$ cat src/rtl/fifo_pkg.sv
// Shared sizing constants for the 8 x 12 transaction-layer FIFO.
package fifo_pkg;

  localparam int unsigned DATA_W = 12;
  localparam int unsigned PTR_W  = 3;
  localparam int unsigned DEPTH  = 1 << PTR_W;
  // Occupancy needs one extra bit so that 0..DEPTH is representable.
  localparam int unsigned CNT_W  = PTR_W + 1;
  localparam int unsigned AF_TH  = 6;
  localparam int unsigned AE_TH  = 2;

endpackage

$ cat src/rtl/fifo_if.sv
// Push/pop handshake and status bundle of the FIFO controller.
//   master : upstream/downstream stages (drive push/pop/data_in, see status)
//   slave  : fifo_ctrl (sees requests, drives read data and status)
interface fifo_if
  import fifo_pkg::*;
#(
  parameter int unsigned DW = DATA_W,
  parameter int unsigned CW = CNT_W
);

  logic          push;
  logic [DW-1:0] data_in;
  logic          pop;
  logic [DW-1:0] data_out;
  logic          valid_out;
  logic          full;
  logic          empty;
  logic          almost_full;
  logic          almost_empty;
  logic          overflow;
  logic          underflow;
  logic [CW-1:0] count;

  modport master (
    output push, data_in, pop,
    input  data_out, valid_out, full, empty, almost_full, almost_empty,
           overflow, underflow, count
  );

  modport slave (
    input  push, data_in, pop,
    output data_out, valid_out, full, empty, almost_full, almost_empty,
           overflow, underflow, count
  );

endinterface

$ cat src/rtl/fifo_mem.sv
// Dual-port register array: one write and one registered read per cycle.
// A read and write to the same address in one cycle returns the old word.
//   clk    : clock
//   wr_e   : write enable, wr_ptr : write address, data_w : write data
//   rd_e   : read enable,  rd_ptr : read address,  data_r : registered read data
module fifo_mem
  import fifo_pkg::*;
#(
  parameter int unsigned DW = DATA_W,
  parameter int unsigned PW = PTR_W
) (
  input  logic          clk,
  input  logic          wr_e,
  input  logic [PW-1:0] wr_ptr,
  input  logic [DW-1:0] data_w,
  input  logic          rd_e,
  input  logic [PW-1:0] rd_ptr,
  output logic [DW-1:0] data_r
);

  localparam int unsigned N = 1 << PW;

  logic [DW-1:0] mem_q [N];

  // Storage write; array contents are never reset.
  always_ff @(posedge clk) begin
    if (wr_e) mem_q[wr_ptr] <= data_w;
  end

  // Registered read; holds its value when not enabled.
  always_ff @(posedge clk) begin
    if (rd_e) data_r <= mem_q[rd_ptr];
  end

endmodule

$ cat src/rtl/fifo_ctrl.sv
// FIFO controller: pointers, occupancy count, status flags and sticky
// overflow/underflow around one fifo_mem instance.
//   clk     : clock, all state on posedge
//   reset_L : asynchronous active-low reset
//   bus     : fifo_if.slave (push/data_in/pop in; data_out/valid_out,
//             full/empty/almost_full/almost_empty, overflow/underflow,
//             count out)
module fifo_ctrl
  import fifo_pkg::*;
#(
  parameter int unsigned DW = DATA_W,
  parameter int unsigned PW = PTR_W,
  parameter int unsigned AF = AF_TH,
  parameter int unsigned AE = AE_TH
) (
  input  logic   clk,
  input  logic   reset_L,
  fifo_if.slave  bus
);

  localparam int unsigned CW = PW + 1;
  localparam int unsigned N  = 1 << PW;

  logic [PW-1:0] wr_ptr_q, wr_ptr_d;
  logic [PW-1:0] rd_ptr_q, rd_ptr_d;
  logic [CW-1:0] count_q, count_d;
  logic          valid_q, valid_d;
  logic          ovf_q, ovf_d;
  logic          unf_q, unf_d;
  logic          rd_seen_q, rd_seen_d;

  logic          full_c, empty_c;
  logic          push_ok_c, pop_ok_c;
  logic [DW-1:0] mem_rd;

  // Flag decode straight off the count register.
  assign full_c  = (count_q == CW'(N));
  assign empty_c = (count_q == '0);

  // Accept rules, on pre-edge state; a pop frees a slot for a push at full.
  assign pop_ok_c  = bus.pop & ~empty_c;
  assign push_ok_c = bus.push & (~full_c | pop_ok_c);

  // Next-state computation.
  always_comb begin
    wr_ptr_d  = wr_ptr_q;
    rd_ptr_d  = rd_ptr_q;
    count_d   = count_q;
    valid_d   = pop_ok_c;
    ovf_d     = ovf_q | (bus.push & ~push_ok_c);
    unf_d     = unf_q | (bus.pop & empty_c);
    rd_seen_d = rd_seen_q | pop_ok_c;

    if (push_ok_c) wr_ptr_d = wr_ptr_q + PW'(1);
    if (pop_ok_c)  rd_ptr_d = rd_ptr_q + PW'(1);

    case ({push_ok_c, pop_ok_c})
      2'b10:   count_d = count_q + CW'(1);
      2'b01:   count_d = count_q - CW'(1);
      default: count_d = count_q;
    endcase
  end

  // State registers.
  always_ff @(posedge clk or negedge reset_L) begin
    if (!reset_L) begin
      wr_ptr_q  <= '0;
      rd_ptr_q  <= '0;
      count_q   <= '0;
      valid_q   <= 1'b0;
      ovf_q     <= 1'b0;
      unf_q     <= 1'b0;
      rd_seen_q <= 1'b0;
    end else begin
      wr_ptr_q  <= wr_ptr_d;
      rd_ptr_q  <= rd_ptr_d;
      count_q   <= count_d;
      valid_q   <= valid_d;
      ovf_q     <= ovf_d;
      unf_q     <= unf_d;
      rd_seen_q <= rd_seen_d;
    end
  end

  fifo_mem #(.DW(DW), .PW(PW)) u_mem (
    .clk    (clk),
    .wr_e   (push_ok_c),
    .wr_ptr (wr_ptr_q),
    .data_w (bus.data_in),
    .rd_e   (pop_ok_c),
    .rd_ptr (rd_ptr_q),
    .data_r (mem_rd)
  );

  // The array read register has no reset, so data_out reads as zero until
  // the first accepted pop after reset has reloaded it.
  assign bus.data_out     = rd_seen_q ? mem_rd : '0;
  assign bus.valid_out    = valid_q;
  assign bus.count        = count_q;
  assign bus.full         = full_c;
  assign bus.empty        = empty_c;
  assign bus.almost_full  = (count_q >= CW'(AF));
  assign bus.almost_empty = (count_q <= CW'(AE));
  assign bus.overflow     = ovf_q;
  assign bus.underflow    = unf_q;

endmodule

$ cat src/flat_wrapper.sv
// flat-port wrapper written by rule: the top's interface ports become plain ports
module fifo_ctrl_flat import fifo_pkg::*;
#(
  parameter int unsigned DW = DATA_W,
  parameter int unsigned PW = PTR_W,
  parameter int unsigned AF = AF_TH,
  parameter int unsigned AE = AE_TH
)
  (clk, reset_L, bus_push, bus_data_in, bus_pop, bus_data_out, bus_valid_out, bus_full, bus_empty, bus_almost_full, bus_almost_empty, bus_overflow, bus_underflow, bus_count);
  fifo_if #(.DW(DW)) bus_i ();
  input  logic clk;
  input  logic reset_L;
  input wire logic [$bits(bus_i.push)-1:0] bus_push;
  input wire logic [$bits(bus_i.data_in)-1:0] bus_data_in;
  input wire logic [$bits(bus_i.pop)-1:0] bus_pop;
  output wire logic [$bits(bus_i.data_out)-1:0] bus_data_out;
  output wire logic [$bits(bus_i.valid_out)-1:0] bus_valid_out;
  output wire logic [$bits(bus_i.full)-1:0] bus_full;
  output wire logic [$bits(bus_i.empty)-1:0] bus_empty;
  output wire logic [$bits(bus_i.almost_full)-1:0] bus_almost_full;
  output wire logic [$bits(bus_i.almost_empty)-1:0] bus_almost_empty;
  output wire logic [$bits(bus_i.overflow)-1:0] bus_overflow;
  output wire logic [$bits(bus_i.underflow)-1:0] bus_underflow;
  output wire logic [$bits(bus_i.count)-1:0] bus_count;
  assign bus_i.push = bus_push;
  assign bus_i.data_in = bus_data_in;
  assign bus_i.pop = bus_pop;
  assign bus_data_out = bus_i.data_out;
  assign bus_valid_out = bus_i.valid_out;
  assign bus_full = bus_i.full;
  assign bus_empty = bus_i.empty;
  assign bus_almost_full = bus_i.almost_full;
  assign bus_almost_empty = bus_i.almost_empty;
  assign bus_overflow = bus_i.overflow;
  assign bus_underflow = bus_i.underflow;
  assign bus_count = bus_i.count;
  fifo_ctrl #(.DW(DW), .PW(PW), .AF(AF), .AE(AE)) u_core (.clk(clk), .reset_L(reset_L), .bus(bus_i));
endmodule
$ cat config.mk
export PLATFORM = sky130hd
export DESIGN_NAME = fifo_ctrl_flat
export DESIGN_NICKNAME = d
export VERILOG_FILES = /design/src/rtl/fifo_pkg.sv /design/src/rtl/fifo_if.sv /design/src/rtl/fifo_mem.sv /design/src/rtl/fifo_ctrl.sv /design/src/flat_wrapper.sv
export SDC_FILE = /design/constraint.sdc
export NUM_CORES = 1
export LEC_CHECK = 0
export ABC_AREA = 1
export BUFFER_PORTS_ARGS = -buffer_cell sky130_fd_sc_hd__buf_2
export CORE_MARGIN = 5
export CORE_UTILIZATION = 64
export DETAILED_ROUTE_END_ITERATION = 10
export PLACE_DENSITY = 0.91
export SETUP_SLACK_MARGIN = 0.15
export SLEW_MARGIN = 5
export SYNTH_ARGS = -nofsm -noshare
export SYNTH_HDL_FRONTEND = slang
export SYNTH_SLANG_ARGS = --single-unit
export TNS_END_PERCENT = 5
$ cat constraint.sdc
create_clock -name clk -period 5.1 [get_ports clk]
set_clock_uncertainty 0.1 [all_clocks]
set_input_delay 0.255 -clock clk [delete_from_list [all_inputs] [get_ports clk]]
set_output_delay 0.255 -clock clk [all_outputs]
set_load 0.02 [all_outputs]
==> results of run 1 <==
## cells in the final DEF, fill, tap and decap left out, types with 14 or more instances in the layout
| master | synthesis | final |
|---|---|---|
| o21ai_1 | 37 | 37 |
| dfrtp_1 | 14 | 14 |
| clkbuf_16 | 0 | 16 |
| o21ai_0 | 37 | 37 |
| edfxtp_1 | 108 | 108 |
| inv_1 | 25 | 25 |
| dlygate4sd3_1 | 0 | 15 |
| buf_2 | 5 | 38 |
| nor2_1 | 88 | 88 |
| nand2_1 | 75 | 75 |
## per-layer routing
layer  share of wire [%]  global-route usage (%)  vias up
met4                 3.9                    12.2        0
met3                  11                    6.44       44
met1                  35                    28.1     1655
met2                  51                    39.9      252
met5                   0                       0        -
li1                    -                       -     1582
## area by class of cell
type / instances / share of cell area [%]
Multi-Input combinational cell: 262 / 20.0
Tap cell: 102 / 2.14
Inverter: 27 / 1.70
Sequential cell: 122 / 60.3
Clock buffer: 20 / 7.14
Timing Repair Buffer: 63 / 6.97
Clock inverter: 12 / 1.72
## power groups by stage
stage          clock network [mW]  registers [mW]  logic, mW
2_1_floorplan                   0            1.44      0.815
3_3_place_gp                    0            1.43       1.08
3_5_place_dp                    0            1.44       1.12
4_1_cts                      1.05            1.43       1.17
5_1_grt                      1.11            1.45       1.31
6_report                     1.04            1.43       1.18
## per-stage QoR
stage               utilization [%]  cell area [um2]  hold slack, ps  power, mW
finish                         77.5             5960            71.2       3.66
floorplan                         -             5000            -141       2.26
detailed placement             68.7             5280            65.8       2.56
global placement               68.7             5280            63.8       2.51
CTS                            77.5             5960            62.0       3.65
global route                   77.5             5960             106       3.86
## final timing paths
| path | end | slack [ps] | cells after the start |
|---|---|---|---|
| max | u_core.bus.count[2] | 2620 | 12 |
| min | u_core.bus.valid_out | 70 | 2 |
| max reg2reg | u_core.bus.count[2] | 2620 | 12 |
| min reg2reg | u_core.bus.overflow | 360 | 1 |
| max in group asynchronous | u_core.bus.count[3] | 4590 | 2 |
| min in group clk | u_core.bus.overflow | 360 | 1 |
## kinds of logic after synthesis
kind of cell / share of synthesized area, %
simple gates: 13.7
flops: 71.8
fa+ha+maj: 1.25
xor+xnor: 0.876
compound gates: 7.95
buf+inv: 4.38
## synthesized netlist by cell type
| cell | instances |
|---|---|
| nor2_1 | 88 |
| dfrtp_1 | 14 |
| buf_8 | 1 |
| edfxtp_1 | 108 |
| buf_4 | 2 |
| nor2_2 | 1 |
| clkbuf_2 | 2 |
| buf_2 | 5 |
| nand2_2 | 3 |
| nand3_1 | 3 |
| inv_2 | 2 |
| xnor2_1 | 2 |
| nand4_2 | 1 |
| xor2_1 | 3 |
| inv_1 | 25 |
| a21oi_1 | 1 |
| o21ai_0 | 37 |
| nand2_1 | 75 |
| buf_6 | 3 |
| or2_2 | 1 |
| clkbuf_1 | 3 |
| a31oi_1 | 1 |
| o21ai_1 | 37 |
| or2_4 | 1 |
| o21bai_1 | 1 |
| a31o_2 | 1 |
| ha_1 | 5 |
| or2_1 | 1 |
| buf_1 | 2 |
## worst max-delay path, cell delays in order, from the launching register on
cell and delay (ps):
dfrtp_1 450, nor2_1 200, nand2_1 140, nand2_2 120, inv_2 160, ha_1 280, nand2_1 70, inv_1 50
nor2_1 160, ha_1 180, a21oi_1 50, or2_2 300, a31oi_1 130
## registers in the layout, summed over array words and instances, names as in the netlist
name,flops
u_core.u_mem.mem_q,96
u_core.u_mem.data_r,12
u_core.bus.count,4
u_core.rd_ptr_q,3
u_core.wr_ptr_q,3
u_core.bus.overflow,1
u_core.bus.underflow,1
u_core.bus.valid_out,1
u_core.rd_seen_q,1
==> results.toml, run 1 <==
[power_and_ir_drop]
irDropWorstVdd_uv = 413
leakagePower_nw = 2.37
combPwrFrac_pct = 32.4
switching_power_mw = 1.34
clockPowerShare_pct = 28.5
p_sw_share_pct = 36.6
power.density_mw_per_mm2 = 614
seqPwrFrac_pct = 39.1
internal-power_mw = 2.32

[grt]
grt_usage_pct = 23.7
grt_pass1_vias = 3504
grt_max_degree = 51
antenna_found_initial = 0
grt.overflow.total = 0
grt_pass1_wl_um = 17400

[timing]
grt_setup_unrepaired = "no"
period_share_pct = 48.6
period_minus_slack_ps = 2480
finalSetupTns_ps = 0
setup_violations = 0
fmax_ghz = 0.404
worst_pin_slew_ps = 842
hold_viol = 0
fin_ws_ps = 2620
slew_violations = 0
max_slew_margin_pct = 43.8

[floorplan]
die_w_um = 98.4
die_h_um = 98.4
io_pins = 39
rows = 32
start_util_pct = 65.1
coreArea_mm2 = 0.00769
die_area_mm2 = 0.00968

[cts]
post_cts_buffers = 0
clkTransAtPathRegs_ps = 50
cts_root_buffer = "clkbuf_8"
cts_buffers = 17
htree_levels = 4
cts_resized = 0
cts_tree = "yes"
ctsHoldBuffers = 15
clkSinkCount = 122
clock_latency_ps = 510
clock_path_buffers = 2

[critical_path]
worstSetupPathType = "reg -> reg"
worstPathMaxFanout = 18
cp-start-kind = "flip-flop"
reg2reg_from = "u_core.bus.count[3]"
critPathArrivalTime_ps = 2800
end_kind = "flip-flop"
cp_data_required_time_ps = 5420
critPathLaunch = "u_core.bus.count[3]"

[drt]
drc_errors = 0
wirelength_um = 10900
initialDrtViolationCount = 457
dr.pass1.iters = 7
drtAntennaViolNets = 0
num_vias = 3533
avgViaCountPerCell = 5.81
wire_per_inst_um = 18.0

[placed_design]
dp_hpwl_um = 5830
port_buffers = 38
dp_cells = 561
place_ws_ps = 2640
gp_congestion = 0.870

[run]
drv_cap = 0

[status]
status = "finished, final reports clean"

[layout]
drive_gt1_share_pct = 16.8
antennaDiodeCount = 0
syn2layout_area_growth_pct = 19.1
nNetsFinal = 514
nFillCells = 420
regArea_mm2 = 0.00359
final_cell_count_no_fill = 608
multi_input_area_mm2 = 0.00119

[synth]
synth_top_area_share_pct = 64.8
ys_warn_count = 0
synth.avg_cell_area_um2 = 11.7
yosys.area.top_type = "edfxtp_1"
netlist_area_mm2 = 0.00500
syn_inst = 429
yosysSeqAreaShare_pct = 71.8
ys_top_cells_by_area = "edfxtp_1 (65%), dfrtp_1 (7.0%), nor2_1 (6.6%)"
ys_ff_latch = 122
synthDistinctLibCells = 29
syn-num-nets = 450

[min_path]
min_path_type = "in -> async"
Power figures use the tool's default switching activity.
==> inputs of run 2 (changes only) <==
--- a/config.mk
+++ b/config.mk
@@ -5,12 +5,12 @@
 export SDC_FILE = /design/constraint.sdc
 export NUM_CORES = 1
 export LEC_CHECK = 0
-export ABC_AREA = 1
+export ABC_AREA = 0
 export BUFFER_PORTS_ARGS = -buffer_cell sky130_fd_sc_hd__buf_2
 export CORE_MARGIN = 5
-export CORE_UTILIZATION = 64
+export CORE_UTILIZATION = 59
 export DETAILED_ROUTE_END_ITERATION = 10
-export PLACE_DENSITY = 0.91
+export PLACE_DENSITY = 0.86
 export SETUP_SLACK_MARGIN = 0.15
 export SLEW_MARGIN = 5
 export SYNTH_ARGS = -nofsm -noshare
==> constraint.sdc (replaced) <==
create_clock -name clk -period 2.5 [get_ports clk]
set_clock_uncertainty 0.1 [all_clocks]
set_input_delay 0.125 -clock clk [delete_from_list [all_inputs] [get_ports clk]]
set_output_delay 0.125 -clock clk [all_outputs]
set_load 0.02 [all_outputs]
==> run 2 against run 1 <==
  * Synthesized cell count decreased by 45%
  * Critical path depth shrank 2
  * Register-to-register slack worse by 2500 ps
  * Clock power is 140% higher
  * Final cell count down 27%
  * Wire length is 12% lower
  * Global-route usage decreased by 2.8 points
  * Area after synthesis is 2.1% lower
  * First-iteration DRC count is 67% lower
  * Count of clock-buffer cells in the layout shrank 3
  * Utilization is 0.64 points lower
  * Critical path type unchanged
  * Largest cell class unchanged
  * Highest routed layer unchanged
==> results.toml, run 2 <==
[run]
drv_cap = 0

[drt]
wire_per_inst_um = 21.7
drtAntennaViolNets = 0
avgViaCountPerCell = 5.74
dr.pass1.iters = 5
initialDrtViolationCount = 152
drc_errors = 0
num_vias = 2558
wirelength_um = 9660

[synth]
synthXorXnorAreaFrac_pct = 1.61
synth-main-ff-cell = "edfxtp_1"
synthAdderAreaFrac_pct = 1.28
synth_mux_area_share_pct = 16.1
synth_top_family_by_area = "multiplexers"
syn_inst = 234
yosysSeqAreaShare_pct = 73.4
async_reset_ff_share_pct = 11.5
ys_top_cells_by_area = "edfxtp_1 (66%), mux4_1 (13%), dfrtp_1 (7.2%)"
synth-edff-count = 108
ys_warn_count = 0
synth_compound_area_share_pct = 1.20
synth.avg_cell_area_um2 = 20.9
syn-num-nets = 255
netlist_area_mm2 = 0.00490
synthDistinctLibCells = 31
synthTopCellsByCount = "edfxtp_1 (108), mux4_1 (24), dfrtp_1 (14), mux2_2 (14), and2_1 (12)"
ys_ff_latch = 122
synth_top_area_share_pct = 66.2
yosys.area_share.simple_pct = 4.91
yosys.cell_count.top_type = "edfxtp_1"
yosys.area.top_type = "edfxtp_1"

[grt]
grt_pass1_vias = 2648
grt_pass1_wl_um = 15000
antenna_found_initial = 0
grt.overflow.total = 0
grt_usage_pct = 20.9
grt_max_degree = 27

[placed_design]
port_buffers = 38
dp_hpwl_um = 5480
place_ws_ps = 2.85
gp_congestion = 0.843

[layout]
antennaDiodeCount = 0
largest_reg_flops = 96
final_cell_mix = "edfxtp_1 (108), buf_2 (38), buf_4 (29)"
nNetsFinal = 349
top_register = "u_core.u_mem.mem_q"
final_common_cell = "edfxtp_1"
drive_gt1_share_pct = 39.0
final_util_pct = 76.8
nFillCells = 434
syn2layout_area_growth_pct = 27.7

[cts]
clock_path_buffers = 2
clkTransAtPathRegs_ps = 60
cts_tree = "yes"
cts_root_buffer = "clkbuf_8"
htree_levels = 4
cts_buffers = 17
clock_latency_ps = 520
clkSinkCount = 122

[critical_path]
end_kind = "flip-flop"
critPathArrivalTime_ps = 2700
worstPathMaxFanout = 6
cp_data_required_time_ps = 2810
reg2reg_depth = 10
worstSetupPathType = "reg -> reg"
reg2reg_from = "u_core.bus.count[3]"
critPathLaunch = "u_core.bus.count[3]"
cp-start-kind = "flip-flop"

[timing]
hold_viol = 0
max_slew_margin_pct = 51.6
worst_pin_slew_ps = 726
grt_setup_unrepaired = "yes"
fin_ws_ps = 110
period_minus_slack_ps = 2390
slew_violations = 0
fmax_ghz = 0.418
setup_violations = 0
period_share_pct = 95.6

[floorplan]
die_h_um = 101
start_util_pct = 60.2
coreArea_mm2 = 0.00813
die_w_um = 101
rows = 33
die_area_mm2 = 0.0102
io_pins = 39

[power_and_ir_drop]
power.density_mw_per_mm2 = 1220
leakagePower_nw = 2.30
irDropWorstVdd_uv = 692

[min_path]
holdPathStages = 2
min_from = "bus_data_in[2]"
min_path_type = "in -> reg"

[status]
status = "finished, final reports clean"
run 2: layout make-up:
| type | count | area, um2 | area share, % |
|---|---|---|---|
| Sequential cell | 122 | 3600 | 57.6 |
| Inverter | 3 | 15.0 | 0.240 |
| Tap cell | 105 | 131 | 2.10 |
| Clock inverter | 15 | 186 | 2.98 |
| Multi-Input combinational cell | 99 | 1310 | 20.9 |
| Clock buffer | 17 | 414 | 6.63 |
| Timing Repair Buffer | 85 | 598 | 9.57 |
run 2: power by group:
group          switching [mW]  internal [mW]  total (mW)
sequential              0.286           2.72        3.01
clock                   0.923           1.53        2.46
combinational            1.10           1.09        2.19
run 2: what timing repair did:
| item | in CTS | in global routing |
|---|---|---|
| resized for setup | 4 | 1 |
| setup buffers | 6 | 4 |
| pin swaps | 2 | 4 |
| hold buffers | 17 | 0 |
| hold endpoints to repair | 117 | 0 |
| endpoints found under the setup margin | 3 | 2 |
run 2: path summary, 6_finish.rpt:
check                                            to  slack, ps
min in group asynchronous       u_core.bus.overflow        610
setup / recovery                u_core.bus.count[2]        110
hold / removal             u_core.u_mem.mem_q[5][2]        300
max in group asynchronous       u_core.bus.count[3]       1220
hold reg to reg                u_core.bus.underflow        380
setup reg to reg                u_core.bus.count[2]        110
run 2: cell families (layout without fill, tap and decap cells):
logic type,count (synthesis),count (layout)
compound gates,8,8
buf+inv,13,120
mux,38,38
flops,122,122
fa+ha+maj,5,5
simple gates,39,39
xor+xnor,9,9
run 2: metal layers:
metal  part of all wire [%]  track usage (%)  wire, um  vias up
met5                      0                0         0        -
met4                    2.1             9.61       204        0
met3                    4.2             5.54       410       17
met2                     53             34.6      5140       85
met1                     40             25.7      3910     1305
li1                       -                -         -     1151
run 2: metrics by stage:
| stage | hold WS, ps | instances | TNS (ps) | cell area, um2 | total power [mW] |
|---|---|---|---|---|---|
| 5_1_grt | 317 | 446 | -9.97 | 6250 | 7.97 |
| 2_1_floorplan | -271 | 234 | -6690 | 4960 | 4.42 |
| 6_report | 304 | 446 | 0 | 6250 | 7.65 |
| 3_3_place_gp | -67.1 | 387 | 0 | 5390 | 4.95 |
| 4_1_cts | 286 | 442 | 0 | 6220 | 7.63 |
| 3_5_place_dp | -57.1 | 387 | 0 | 5390 | 5.05 |
run 2: worst max-delay path, stage by stage, from the launching register on:
cell and delay, ps:
dfrtp_2 450, nor4_4 310, nand2b_4 200, clkinvlp_4 130, ha_4 190, xor2_1 150
ha_2 180, a21oi_2 120, xor2_1 220, nor2_1 80, xor2_1 140
==> inputs of run 3 (changes only) <==
--- a/config.mk
+++ b/config.mk
@@ -11,6 +11,7 @@
 export CORE_UTILIZATION = 59
 export DETAILED_ROUTE_END_ITERATION = 10
 export PLACE_DENSITY = 0.86
+export RECOVER_POWER = 25
 export SETUP_SLACK_MARGIN = 0.15
 export SLEW_MARGIN = 5
 export SYNTH_ARGS = -nofsm -noshare
==> run 3 against run 2 <==
  * Sequential share of layout area up 0.10 points
  * Clock power barely moved
  * Critical path depth unchanged
  * Sequential power is essentially flat
  * Largest power group unchanged
  * Combinational power about the same
  * Final cell count is the same
  * Die area did not move
  * Highest routed layer unchanged
  * First-iteration DRC count is 14% higher
  * Critical path type unchanged
  * Via count about the same
  * Global-route usage did not move
==> results.toml, run 3 (same netlist as run 2, synthesis figures left out) <==
[power_and_ir_drop]
switching_power_mw = 2.31
combPwrFrac_pct = 28.5
power.density_mw_per_mm2 = 1230
seqPwrFrac_pct = 39.4
irDropWorstVdd_uv = 692
finalPower_mw = 7.64
p_sw_share_pct = 30.2
clockPowerShare_pct = 32.1
leakagePower_nw = 2.28
internal-power_mw = 5.34

[cts]
cts_buffers = 17
clkTransAtPathRegs_ps = 60
cts_tree = "yes"
clkSinkCount = 122
clock_latency_ps = 520
clock_path_buffers = 2
htree_levels = 4
cts_root_buffer = "clkbuf_8"

[drt]
drc_errors = 0
drtAntennaViolNets = 0
dr.pass1.iters = 5
wirelength_um = 9650
num_vias = 2557
wire_per_inst_um = 21.6
initialDrtViolationCount = 174
avgViaCountPerCell = 5.73

[floorplan]
die_w_um = 101
start_util_pct = 60.2
die_h_um = 101
coreArea_mm2 = 0.00813
die_area_mm2 = 0.0102
rows = 33
io_pins = 39

[grt]
grt_max_degree = 27
grt_pass1_wl_um = 15000
grt_pass1_vias = 2648
grt_usage_pct = 20.9
grt.overflow.total = 0
antenna_found_initial = 0

[critical_path]
reg2reg_slack_ps = 110
worstSetupPathType = "reg -> reg"
timing.rr.end = "u_core.bus.count[2]"
critPathArrivalTime_ps = 2700
end_kind = "flip-flop"
reg2reg_from = "u_core.bus.count[3]"
cp_data_required_time_ps = 2810
critPathLaunch = "u_core.bus.count[3]"
worstPathMaxFanout = 6
reg2reg_depth = 10
cp-endpoint = "u_core.bus.count[2]"
cp-start-kind = "flip-flop"

[min_path]
min_path_type = "in -> reg"

[placed_design]
dp_cells = 387
port_buffers = 38
place_ws_ps = 2.85
dp_hpwl_um = 5480
gp_congestion = 0.843

[timing]
finalSetupTns_ps = 0
hold_viol = 0
setup_violations = 0
max_slew_margin_pct = 51.2
fmax_ghz = 0.419
period_minus_slack_ps = 2390
period_share_pct = 95.5
fin_ws_ps = 112
worst_pin_slew_ps = 732
grt_setup_unrepaired = "yes"
slew_violations = 0

[layout]
antennaDiodeCount = 0
largest_reg_flops = 96
final_cell_mix = "edfxtp_1 (108), buf_2 (29), buf_4 (29)"
nFillCells = 441
drive_gt1_share_pct = 36.4
final_cell_count_no_fill = 446
multi_input_area_mm2 = 0.00131
top_register = "u_core.u_mem.mem_q"
regArea_mm2 = 0.00360
final_common_cell = "edfxtp_1"
syn2layout_area_growth_pct = 27.4
nNetsFinal = 349
final_util_pct = 76.7

[status]
status = "finished, final reports clean"

[run]
drv_cap = 0
[run 3: changes by cell type in the layout (fill, tap and decap cells not counted), sizes merged]
cell    change
clkbuf      +9
buf         -9
[run 3: layer usage]
metal,routed length (um),share of wire (%),up-vias,GRT usage (%)
met1,3860,40,1304,25.7
met5,0,0,-,0
li1,-,-,1150,-
met3,459,4.8,15,5.54
met2,5150,53,88,34.6
met4,182,1.9,0,9.61
[run 3: critical path: stages (launching register included)]
cell and delay (ps):
dfrtp_2 450, nor4_4 310, nand2b_4 200, clkinvlp_4 130, ha_4 190, xor2_1 150, ha_2 180, a21oi_2 120
xor2_1 220, nor2_1 80, xor2_1 140
[run 3: timing repair]
action	in CTS	in global routing
setup endpoints to repair	3	2
hold buffers	17	0
buffers inserted	6	4
hold endpoints to repair	117	0
pin swaps	2	4
gates resized for setup	4	1
cloned	0	0
[run 3: area by class of cell]
class                   count  share of cell area (%)
inverters                   3                   0.241
well taps                 105                    2.11
clock buffers              17                    6.64
repair buffers             85                    9.41
multi-input cells          99                    21.0
clock inverters            15                    2.99
flip-flops and latches    122                    57.7
[run 3: worst min path at each step]
stage | from | endpoint | slack, ps | depth (start not counted)
detailed placement | reset_L | u_core.wr_ptr_q[0] | -60 | 1
global placement | reset_L | u_core.bus.overflow | -70 | 1
CTS | bus_data_in[3] | u_core.u_mem.mem_q[4][3] | 290 | 2
global route | bus_pop | u_core.bus.underflow | 330 | 3
finish | bus_pop | u_core.bus.underflow | 340 | 3
floorplan | reset_L | u_core.bus.count[0] | -270 | 0
[run 3: power groups by stage]
stage	Clock [mW]	Sequential [mW]	Combinational [mW]
after floorplan	0	2.98	1.44
after global placement	0	3.01	1.95
after detailed placement	0	3.05	2.00
after CTS	2.48	3.01	2.14
after global routing	2.60	3.04	2.33
final	2.46	3.01	2.18
[run 3: metrics by stage]
stage	instance area (um2)	hold slack (ps)
floorplan	4960	-271
global placement	5390	-67.1
detailed placement	5390	-57.1
CTS	6220	286
global route	6240	334
finish	6240	340
